--- src/rtl/alu_mdu_unit_if.sv ---
// Operation bus for alu_mdu_unit: request, operands, decoded control, results and status.
interface alu_mdu_unit_if #(parameter int WIDTH = 32);
    logic [1:0]       ALUOp;
    logic [5:0]       FuncCode;
    logic [WIDTH-1:0] A;
    logic [WIDTH-1:0] B;
    logic             start;
    logic [3:0]       ALUCtl;
    logic [WIDTH-1:0] Result;
    logic             Zero;
    logic [WIDTH-1:0] HI;
    logic [WIDTH-1:0] LO;
    logic             busy;
    logic             done;
    logic             DivZero;
    logic             Illegal;

    modport master (
        output ALUOp, FuncCode, A, B, start,
        input  ALUCtl, Result, Zero, HI, LO, busy, done, DivZero, Illegal
    );

    modport slave (
        input  ALUOp, FuncCode, A, B, start,
        output ALUCtl, Result, Zero, HI, LO, busy, done, DivZero, Illegal
    );
endinterface

--- src/rtl/alu_mdu_unit.sv ---
// ALU with iterative multiply (shift-add) and divide (restoring), one step per clock.
// state | meaning
// IDLE  | waiting for start; single-cycle ops complete on the accepting edge
// MUL   | shift-add multiply, WIDTH steps
// DIV   | restoring divide, WIDTH steps
// DONE  | one-cycle completion strobe
module alu_mdu_unit #(
    parameter int WIDTH = 32
) (
    input logic           clk,
    input logic           rst_n,
    alu_mdu_unit_if.slave bus
);
    localparam int CW = $clog2(WIDTH);

    typedef enum logic [1:0] {IDLE, MUL, DIV, DONE} state_t;

    state_t            state, state_nxt;
    logic [CW-1:0]     cnt;
    logic [3:0]        ctl;
    logic [2*WIDTH:0]  acc;
    logic [WIDTH-1:0]  opnd, a_hold;
    logic              neg_q, neg_r, dz_pend;
    logic [WIDTH-1:0]  result_r, hi_r, lo_r;
    logic              dz_r, ill_r;

    logic              is_mul, is_div, is_signed, a_neg, b_neg;
    logic [WIDTH-1:0]  a_mag, b_mag, single_res;
    logic [WIDTH:0]    msum, rem_sh, trial;
    logic              qbit;
    logic [2*WIDTH:0]  mul_nxt, div_nxt;
    logic [2*WIDTH-1:0] prod_fin;
    logic [WIDTH-1:0]  quo_fin, rem_fin;

    always_comb begin
        ctl = 4'b1111;
        case (bus.ALUOp)
            2'b00: ctl = 4'b0010;
            2'b01: ctl = 4'b0110;
            default: begin
                case (bus.FuncCode)
                    6'd32: ctl = 4'b0010;
                    6'd34: ctl = 4'b0110;
                    6'd36: ctl = 4'b0000;
                    6'd37: ctl = 4'b0001;
                    6'd39: ctl = 4'b1100;
                    6'd42: ctl = 4'b0111;
                    6'd24: ctl = 4'b1000;
                    6'd25: ctl = 4'b1001;
                    6'd26: ctl = 4'b1010;
                    6'd27: ctl = 4'b1011;
                    6'd16: ctl = 4'b1101;
                    6'd18: ctl = 4'b1110;
                    default: ctl = 4'b1111;
                endcase
            end
        endcase
    end

    // Iterative units work on magnitudes; the sign is re-applied on completion.
    assign is_mul    = (ctl == 4'b1000) || (ctl == 4'b1001);
    assign is_div    = (ctl == 4'b1010) || (ctl == 4'b1011);
    assign is_signed = (ctl == 4'b1000) || (ctl == 4'b1010);
    assign a_neg     = is_signed && bus.A[WIDTH-1];
    assign b_neg     = is_signed && bus.B[WIDTH-1];
    assign a_mag     = a_neg ? -bus.A : bus.A;
    assign b_mag     = b_neg ? -bus.B : bus.B;

    always_comb begin
        single_res = '0;
        case (ctl)
            4'b0010: single_res = bus.A + bus.B;
            4'b0110: single_res = bus.A - bus.B;
            4'b0000: single_res = bus.A & bus.B;
            4'b0001: single_res = bus.A | bus.B;
            4'b1100: single_res = ~(bus.A | bus.B);
            4'b0111: single_res = {{(WIDTH-1){1'b0}}, ($signed(bus.A) < $signed(bus.B))};
            4'b1101: single_res = hi_r;
            4'b1110: single_res = lo_r;
            default: single_res = '0;
        endcase
    end

    assign msum     = {1'b0, acc[2*WIDTH-1:WIDTH]} + (acc[0] ? {1'b0, opnd} : '0);
    assign mul_nxt  = {1'b0, msum, acc[WIDTH-1:1]};
    assign prod_fin = neg_q ? -mul_nxt[2*WIDTH-1:0] : mul_nxt[2*WIDTH-1:0];

    assign rem_sh   = {acc[2*WIDTH-1:WIDTH], acc[WIDTH-1]};
    assign trial    = rem_sh - {1'b0, opnd};
    assign qbit     = ~trial[WIDTH];
    assign div_nxt  = {1'b0, (qbit ? trial[WIDTH-1:0] : rem_sh[WIDTH-1:0]), acc[WIDTH-2:0], qbit};
    assign quo_fin  = neg_q ? -div_nxt[WIDTH-1:0] : div_nxt[WIDTH-1:0];
    assign rem_fin  = neg_r ? -div_nxt[2*WIDTH-1:WIDTH] : div_nxt[2*WIDTH-1:WIDTH];

    always_ff @(posedge clk or negedge rst_n) begin
        if (!rst_n) state <= IDLE;
        else        state <= state_nxt;
    end

    always_comb begin
        state_nxt = state;
        case (state)
            IDLE: if (bus.start) state_nxt = is_mul ? MUL : (is_div ? DIV : DONE);
            MUL:  if (cnt == '0) state_nxt = DONE;
            DIV:  if (cnt == '0) state_nxt = DONE;
            DONE: state_nxt = IDLE;
            default: state_nxt = IDLE;
        endcase
    end

    always_ff @(posedge clk or negedge rst_n) begin
        if (!rst_n) begin
            cnt <= '0; acc <= '0; opnd <= '0; a_hold <= '0;
            neg_q <= 1'b0; neg_r <= 1'b0; dz_pend <= 1'b0;
            result_r <= '0; hi_r <= '0; lo_r <= '0;
            dz_r <= 1'b0; ill_r <= 1'b0;
        end else begin
            case (state)
                IDLE: if (bus.start) begin
                    dz_r  <= 1'b0;
                    ill_r <= (ctl == 4'b1111);
                    cnt   <= CW'(WIDTH-1);
                    neg_q <= a_neg ^ b_neg;
                    neg_r <= a_neg;
                    if (is_mul) begin
                        acc  <= {{(WIDTH+1){1'b0}}, b_mag};
                        opnd <= a_mag;
                    end else if (is_div) begin
                        acc     <= {{(WIDTH+1){1'b0}}, a_mag};
                        opnd    <= b_mag;
                        a_hold  <= bus.A;
                        dz_pend <= (bus.B == '0);
                    end else begin
                        result_r <= single_res;
                    end
                end
                MUL: begin
                    acc <= mul_nxt;
                    cnt <= cnt - 1'b1;
                    if (cnt == '0) begin
                        hi_r     <= prod_fin[2*WIDTH-1:WIDTH];
                        lo_r     <= prod_fin[WIDTH-1:0];
                        result_r <= prod_fin[WIDTH-1:0];
                    end
                end
                DIV: begin
                    acc <= div_nxt;
                    cnt <= cnt - 1'b1;
                    if (cnt == '0) begin
                        if (dz_pend) begin
                            hi_r     <= a_hold;
                            lo_r     <= '1;
                            result_r <= '1;
                            dz_r     <= 1'b1;
                        end else begin
                            hi_r     <= rem_fin;
                            lo_r     <= quo_fin;
                            result_r <= quo_fin;
                        end
                    end
                end
                default: ;
            endcase
        end
    end

    assign bus.ALUCtl  = ctl;
    assign bus.Result  = result_r;
    assign bus.Zero    = (result_r == '0);
    assign bus.HI      = hi_r;
    assign bus.LO      = lo_r;
    assign bus.busy    = (state == MUL) || (state == DIV);
    assign bus.done    = (state == DONE);
    assign bus.DivZero = dz_r;
    assign bus.Illegal = ill_r;
endmodule
--- src/flat_wrapper.sv ---
// flat-port wrapper written by rule: the top's interface ports become plain ports
module alu_mdu_unit_flat 
#(
    parameter int WIDTH = 32
)
  (clk, rst_n, bus_ALUOp, bus_FuncCode, bus_A, bus_B, bus_start, bus_ALUCtl, bus_Result, bus_Zero, bus_HI, bus_LO, bus_busy, bus_done, bus_DivZero, bus_Illegal);
  alu_mdu_unit_if #(.WIDTH(WIDTH)) bus_i ();
  input logic clk;
  input logic rst_n;
  input wire logic [$bits(bus_i.ALUOp)-1:0] bus_ALUOp;
  input wire logic [$bits(bus_i.FuncCode)-1:0] bus_FuncCode;
  input wire logic [$bits(bus_i.A)-1:0] bus_A;
  input wire logic [$bits(bus_i.B)-1:0] bus_B;
  input wire logic [$bits(bus_i.start)-1:0] bus_start;
  output wire logic [$bits(bus_i.ALUCtl)-1:0] bus_ALUCtl;
  output wire logic [$bits(bus_i.Result)-1:0] bus_Result;
  output wire logic [$bits(bus_i.Zero)-1:0] bus_Zero;
  output wire logic [$bits(bus_i.HI)-1:0] bus_HI;
  output wire logic [$bits(bus_i.LO)-1:0] bus_LO;
  output wire logic [$bits(bus_i.busy)-1:0] bus_busy;
  output wire logic [$bits(bus_i.done)-1:0] bus_done;
  output wire logic [$bits(bus_i.DivZero)-1:0] bus_DivZero;
  output wire logic [$bits(bus_i.Illegal)-1:0] bus_Illegal;
  assign bus_i.ALUOp = bus_ALUOp;
  assign bus_i.FuncCode = bus_FuncCode;
  assign bus_i.A = bus_A;
  assign bus_i.B = bus_B;
  assign bus_i.start = bus_start;
  assign bus_ALUCtl = bus_i.ALUCtl;
  assign bus_Result = bus_i.Result;
  assign bus_Zero = bus_i.Zero;
  assign bus_HI = bus_i.HI;
  assign bus_LO = bus_i.LO;
  assign bus_busy = bus_i.busy;
  assign bus_done = bus_i.done;
  assign bus_DivZero = bus_i.DivZero;
  assign bus_Illegal = bus_i.Illegal;
  alu_mdu_unit #(.WIDTH(WIDTH)) u_core (.clk(clk), .rst_n(rst_n), .bus(bus_i));
endmodule
--- config.mk ---
export PLATFORM = sky130hd
export DESIGN_NAME = alu_mdu_unit_flat
export DESIGN_NICKNAME = d
export VERILOG_FILES = /design/src/rtl/alu_mdu_unit_if.sv /design/src/rtl/alu_mdu_unit.sv /design/src/flat_wrapper.sv
export SDC_FILE = /design/constraint.sdc
export NUM_CORES = 1
export LEC_CHECK = 0
export CAP_MARGIN = 10
export CORE_MARGIN = 2
export CORE_UTILIZATION = 34
export DETAILED_ROUTE_END_ITERATION = 8
export PLACE_DENSITY_LB_ADDON = 0.08
export SLEW_MARGIN = 30
export SYNTH_ARGS = -nofsm -noshare
export SYNTH_HDL_FRONTEND = slang
export SYNTH_SLANG_ARGS = --single-unit
--- constraint.sdc ---
create_clock -name clk -period 7.2 [get_ports clk]
set_input_delay 2.16 -clock clk [delete_from_list [all_inputs] [get_ports clk]]
set_output_delay 2.16 -clock clk [all_outputs]
set_load 0.01 [all_outputs]
* Yosys cells after proc, flatten, opt, wreduce, memory -nomap -nowiden *
Index checks and enable logic that the tools add are counted.

operators by class
  muxes and demuxes = 39
  order comparisons = 1
  bitwise logic cells = 6
  multiply operators = 0
  shift-type cells = 0
  reductions and logical operators = 27
  div/mod/pow operators = 0
  add/sub/neg operators = 10
  equal/unequal tests = 36

operator list
  cell                count
  $mux 32             17
  $mux 64             4
  $pmux 32 s8         1
  $pmux 64 s3         1
  $neg 32->32         4
  $pmux 32 s2         2
  $pmux 32 s3         1
  $logic_not 32->1    2
  $neg 64->64         1
  $pmux 4 s12         1
  $eq 6x5->1 const B  6
  $eq 6x6->1 const B  6
  $add 32x32->33      1
  $sub 33x32->33      1
  $add 32x32->32      1
  $and 32x32->32      1
  $eq 4x4->1 const B  8
  $lt 32x32->1        1
  $not 32->32         1
  $or 32x32->32       1
  $sub 32x32->32      1
  $pmux 5 s2          1
  $reduce_and 3->1    3
  $eq 4x3->1 const B  2
  other kinds (27)    51

word-level totals
  input port bits = 75
  memory bits (writable) = 0
  bits in latches = 0
  memories kept = 0
  logic and storage cells = 132
  bits in read-only memories = 0
  register bits = 236

* Longest topological paths before layout *
  word-level depth = 11
  gate-level depth with buffers = 27
  mapped depth without buffers = 24

* Worst setup path before layout *
No wires, ideal clock.

  path type = flip-flop to flip-flop
  start = reg u_core.acc[31]
  end = reg u_core.hi_r[30] (netlist: u_core.bus.HI[30])
  stages on the path, launching flop included = 25
  library setup time = 0.126 ns
  arrival = 5.674 ns
  setup slack = 1.400 ns
  path buffers = 3
  data required time = 7.074 ns
  cells stage by stage = dfrtp_1 -> inv_1 -> ha_1 -> inv_1 -> fa_1 -> a211oi_1 -> nor4_1 -> o21ai_0 -> a311oi_1 -> or3_1 -> and2_1 -> clkbuf_1 -> inv_1 -> clkbuf_1 -> buf_1 -> mux2i_1 -> ha_1 -> nand2_1 -> nor3_1 -> a41oi_1 -> or4_1 -> o41ai_1 -> xor2_1 -> nor2_1 -> o32a_1

between the ends
  cells in the longest elaborated chain, start to end = 7
  elaborated cells between the ends (all ways) = 10

ends and longest elaborated chain
  what                    line                 text
  from (decl)             alu_mdu_unit.sv:21   logic [2*WIDTH:0] acc;
  from (signal assigned)  alu_mdu_unit.sv:126  acc <= {{(WIDTH+1){1'b0}}, b_mag};
  from (signal assigned)  alu_mdu_unit.sv:129  acc <= {{(WIDTH+1){1'b0}}, a_mag};
  from (signal assigned)  alu_mdu_unit.sv:138  acc <= mul_nxt;
  $sub 33x32->33          alu_mdu_unit.sv:89   assign trial = rem_sh - {1'b0, opnd};
  $mux 32                 alu_mdu_unit.sv:91   assign div_nxt = {1'b0, (qbit ? trial[WIDTH-1:0] : rem_sh[WIDTH-1:0]), acc[WIDTH-2:0], qbit};
  $neg 32->32             alu_mdu_unit.sv:93   assign rem_fin = neg_r ? -div_nxt[2*WIDTH-1:WIDTH] : div_nxt[2*WIDTH-1:WIDTH];
  $mux 32                 alu_mdu_unit.sv:93
  $mux 32                 alu_mdu_unit.sv:150  if (dz_pend) begin
  $mux 32                 alu_mdu_unit.sv:149  if (cnt == '0) begin
  $pmux 32 s2 *           alu_mdu_unit.sv:118  case (state)
  to (signal assigned)    alu_mdu_unit.sv:141  hi_r <= prod_fin[2*WIDTH-1:WIDTH];
  to (signal assigned)    alu_mdu_unit.sv:151  hi_r <= a_hold;
  to (signal assigned)    alu_mdu_unit.sv:156  hi_r <= rem_fin;
  to (decl)               alu_mdu_unit.sv:24   logic [WIDTH-1:0] result_r, hi_r, lo_r;

Every way passes the cells marked *; elsewhere a longest branch is shown, timed or not. The select of a mux whose other input is x is not followed.
A chain may end at the register's enable or synchronous reset.

* Final worst setup path *
Same ends and word-level chain as after synthesis.

==> out/metrics.csv <==
metric,value,unit
reg2reg path depth,24,
sequential share of the synthesized area,0.237,
number of iterations in the first detailed-routing pass,7,
Net Sw Frac,0.571,
share of cells above drive strength 1,0.0701,
Final GP Congestion,1.04,
final setup fails,0,
Rows,99,
Longest Clk Path Bufs,3,
Crit Path Max Fanout,5,
Hold Crit Start,u_core.opnd[8]$_DFFE_PN0P_,
Async SR Flop Fraction,1.00,
synth top area cells,"dfrtp_1 (24%), ha_1 (8.7%), o21ai_0 (7.7%), xnor2_1 (7.5%), nand2_1 (6.9%)",
period utilisation layout,0.918,
Compound-Gate Fraction of Synth Area,0.289,
max-slew violations,0,
die footprint,75500,µm²
Final ANT Viol Nets,0,
fmax,151,MHz
#FFs+latches synth,236,
clk root buf,clkbuf_16,
Total GRT Usage,0.358,
Detailed Route WL,138,mm
crit start category,flip-flop,
share of the synthesized area in the top cell type,0.237,
first-pass GRT wire length,196,mm
Area after DPL,28100,µm²
Hold EP,u_core.opnd[8]$_DFFE_PN0P_,
largest net degree at the start of global routing,104,
number of global-route vias before repair,26300,
Adder-Cell Fraction of Synth Area,0.0900,
post-synthesis mux area share,0.0337,
slowest cell delay on critical path,0.75,ns
Worst Setup Path Type,reg -> reg,
Synth Cell Area,24900,µm²
Yosys top cell by area,dfrtp_1,
clock power share,0.122,
initial antenna violation count,7,
average cell area after synthesis,7.36,µm²
Overall Power,13.4,mW
setup TNS,0,ns
HPWL Detailed,111,mm
PortBufs,179,
"Hold Vio Cnt, Final",0,
hold depth,2,
crit end category,flip-flop,
Initial Utilization,0.342,
GRT overflow,0,
Max H-tree Level,1,
Peak VDD IR,0.000367,V
worst slew pin tran,1.04,ns
predominant post-synthesis flop cell,dfrtp_1,
Layout area overhead,16.8,%
CP dominant cell by count,inv_1,
Final Net Count,3740,
vias per std cell,6.14,
switching component of the power,7.63,mW
worst path required time,7.72,ns
core area,72800,µm²
TritonCTS buffer count,31,
PwrDens,459,nW/µm²
chip height,275,µm
final instance area,29100,µm²
Slew headroom,0.296,
count of cell types in the netlist,87,
status,"complete, no violations",
worst r2r src,u_core.acc[31]$_DFFE_PN0P_,
Synth Area in Simple Gates,0.199,
# IOs,180,
postcts setup bufs,0,
Vias,27500,
multi-input logic area,17700,µm²
register area,5910,µm²
Ys Warns,0,
main combinational cell family by area after synthesis,compound AO/OA/AOI/OAI gates,
clock skew,0.0445,ns
Mapped Nets,3642,
Comb pwr share,0.699,
Int Pwr,5.74,mW
# hold bufs at CTS,0,
Critical Path Slowest Stage Cell,or4_1,
TritonCTS clock tree,yes,
"setup slack, reg-to-reg",0.59,ns
P_leak,12.2,nW
critical path data arrival time,7.13,ns
worst r2r dst,u_core.bus.HI[30]$_DFFE_PN0P_,
RSZ-0062 raised after global routing,false,
"Reg clk slew, reported paths",0.06,ns
Hold WC Path Type,reg -> reg,
minimum clock period,6.61,ns
1st-iter DRT viols,3157,
"critical path, cell by cell",inv_1 -> ha_1 -> inv_1 -> fa_1 -> a211oi_1 -> nor4_1 -> o21ai_0 -> buf_4 -> a311oi_1 -> or3_1 -> and2_1 -> inv_1 -> o21ai_0 -> inv_1 -> ha_1 -> nand2_1 -> nor3_1 -> buf_4 -> a41oi_1 -> or4_1 -> o41ai_1 -> xor2_1 -> nor2_1 -> o32a_1,
Reg power frac,0.179,
clk_lat worst skew,0.64,ns
number of flops mapped to enable cells by yosys,0,
Post-Synthesis Cells,3390,
DR DRC count,0,
# fillers,7616,
die width,275,µm
# resized after CTS,0,
Sink Count,236,
DR WL/cell,30.9,µm
Max Cap Violations,0,
Post-Synth XOR/XNOR Area,0.0920,
==> critical path: cells and delay by family, from the launching register on <==
family | cells | cell delay (ns)
AOI/OAI and AO/OA | 7 | 2.07
xor gates and xnor gates | 1 | 0.26
adders and majority gates | 3 | 0.89
buffers and inverters | 6 | 0.99
DFF | 1 | 0.38
and+or+nand+nor | 7 | 1.87
==> metrics by stage <==
stage	utilization	hold WS (ns)	setup WS (ns)	std cells
global placement	0.385	0.468	0.553	4413
global route	0.400	0.512	0.320	4469
finish	0.400	0.484	0.591	4471
detailed placement	0.385	0.473	0.555	4413
floorplan	-	0.450	1.40	3390
CTS	0.399	0.490	0.539	4468
==> cells in the final DEF (no fill, tap or decap), types with 28 or more instances in the layout <==
cell             Yosys  layout
or3_1               35      35
nor3_1              45      42
buf_4                1     102
nand2_1            459     458
o21bai_1            28      28
clkbuf_16            0      31
a21o_1              42      41
a22oi_1             66      66
nand3_1             53      52
mux2i_1             40      39
o21ai_1             30      29
o211ai_1            49      49
a21oi_1            229     229
xor2_1              49      49
xnor2_1            213     213
mux2_2              39      39
a31oi_1             33      32
o31ai_1             44      44
clkdlybuf4s50_1      0     178
a221oi_1            37      37
nor2_1             331     327
dfrtp_1            236     234
a211oi_1            30      29
ha_1               173     170
inv_1              168     168
o21ai_0            384     384
==> power groups by stage <==
stage | Combinational (mW) | Clock [mW] | Sequential (mW)
final | 9.34 | 1.64 | 2.39
after global placement | 9.02 | 0 | 2.38
after CTS | 9.09 | 1.66 | 2.36
after detailed placement | 9.06 | 0 | 2.38
after floorplan | 5.80 | 0 | 2.04
after global routing | 10.0 | 1.71 | 2.42
==> per-layer routing <==
layer | vias up | global-route usage | part of all wire
met5 | - | 0 | 0
met1 | 13500 | 0.462 | 0.41
li1 | 12400 | - | -
met3 | 272 | 0.0558 | 0.076
met2 | 1290 | 0.581 | 0.45
met4 | 0 | 0.181 | 0.061
==> cell families (layout without fill, tap and decap cells) <==
logic type	after synthesis	count (layout)
AO/OA/AOI/OAI	1141	1141
AND/OR/NAND/NOR	1105	1105
buffers and inverters	390	510
XOR/XNOR	262	262
flip-flops	236	236
adder cells (fa/ha/maj)	177	177
multiplexers	79	79
other	0	2
==> worst max-delay path by stage <==
stage,startpoint,end,slack [ns],depth (start not counted)
global route,u_core.acc[31]$_DFFE_PN0P_,u_core.bus.HI[30]$_DFFE_PN0P_,0.32,26
floorplan,u_core.acc[31]$_DFFE_PN0P_,u_core.bus.HI[30]$_DFFE_PN0P_,1.40,24
detailed placement,bus_FuncCode[0],bus_ALUCtl[2],0.56,8
CTS,bus_FuncCode[0],bus_ALUCtl[2],0.54,8
finish,u_core.acc[31]$_DFFE_PN0P_,u_core.bus.HI[30]$_DFFE_PN0P_,0.59,24
global placement,bus_FuncCode[0],bus_ALUCtl[2],0.55,8
==> flip-flops by register name (all words and copies together) (netlist names) <==
signal	cells
u_core.bus.LO	32
u_core.bus.DivZero	1
u_core.dz_pend	1
u_core.opnd	32
u_core.a_hold	32
u_core.cnt	5
u_core.bus.Illegal	1
u_core.neg_q	1
u_core.neg_r	1
u_core.bus.HI	32
u_core.acc	64
u_core.bus.Result	32
u_core.state	2
==> cell usage after synthesis, types with 42 or more instances <==
cell / count
a21oi_1: 229
nor3_1: 45
a21o_1: 42
xnor2_1: 213
o211ai_1: 49
inv_1: 168
nor2_1: 331
dfrtp_1: 236
a22oi_1: 66
o21ai_0: 384
nand2_1: 459
xor2_1: 49
ha_1: 173
o31ai_1: 44
clkbuf_1: 198
nand3_1: 53
==> final cells by class <==
cell class | instances | share of cell area
Clock inverter | 11 | 0.00442
Timing Repair Buffer | 285 | 0.0910
Sequential cell | 236 | 0.203
Clock buffer | 44 | 0.0311
Tap cell | 959 | 0.0412
Multi-Input combinational cell | 2764 | 0.607
Inverter | 170 | 0.0219
Antenna cell | 2 | 0.000172
(Power assumes the default switching activity.)
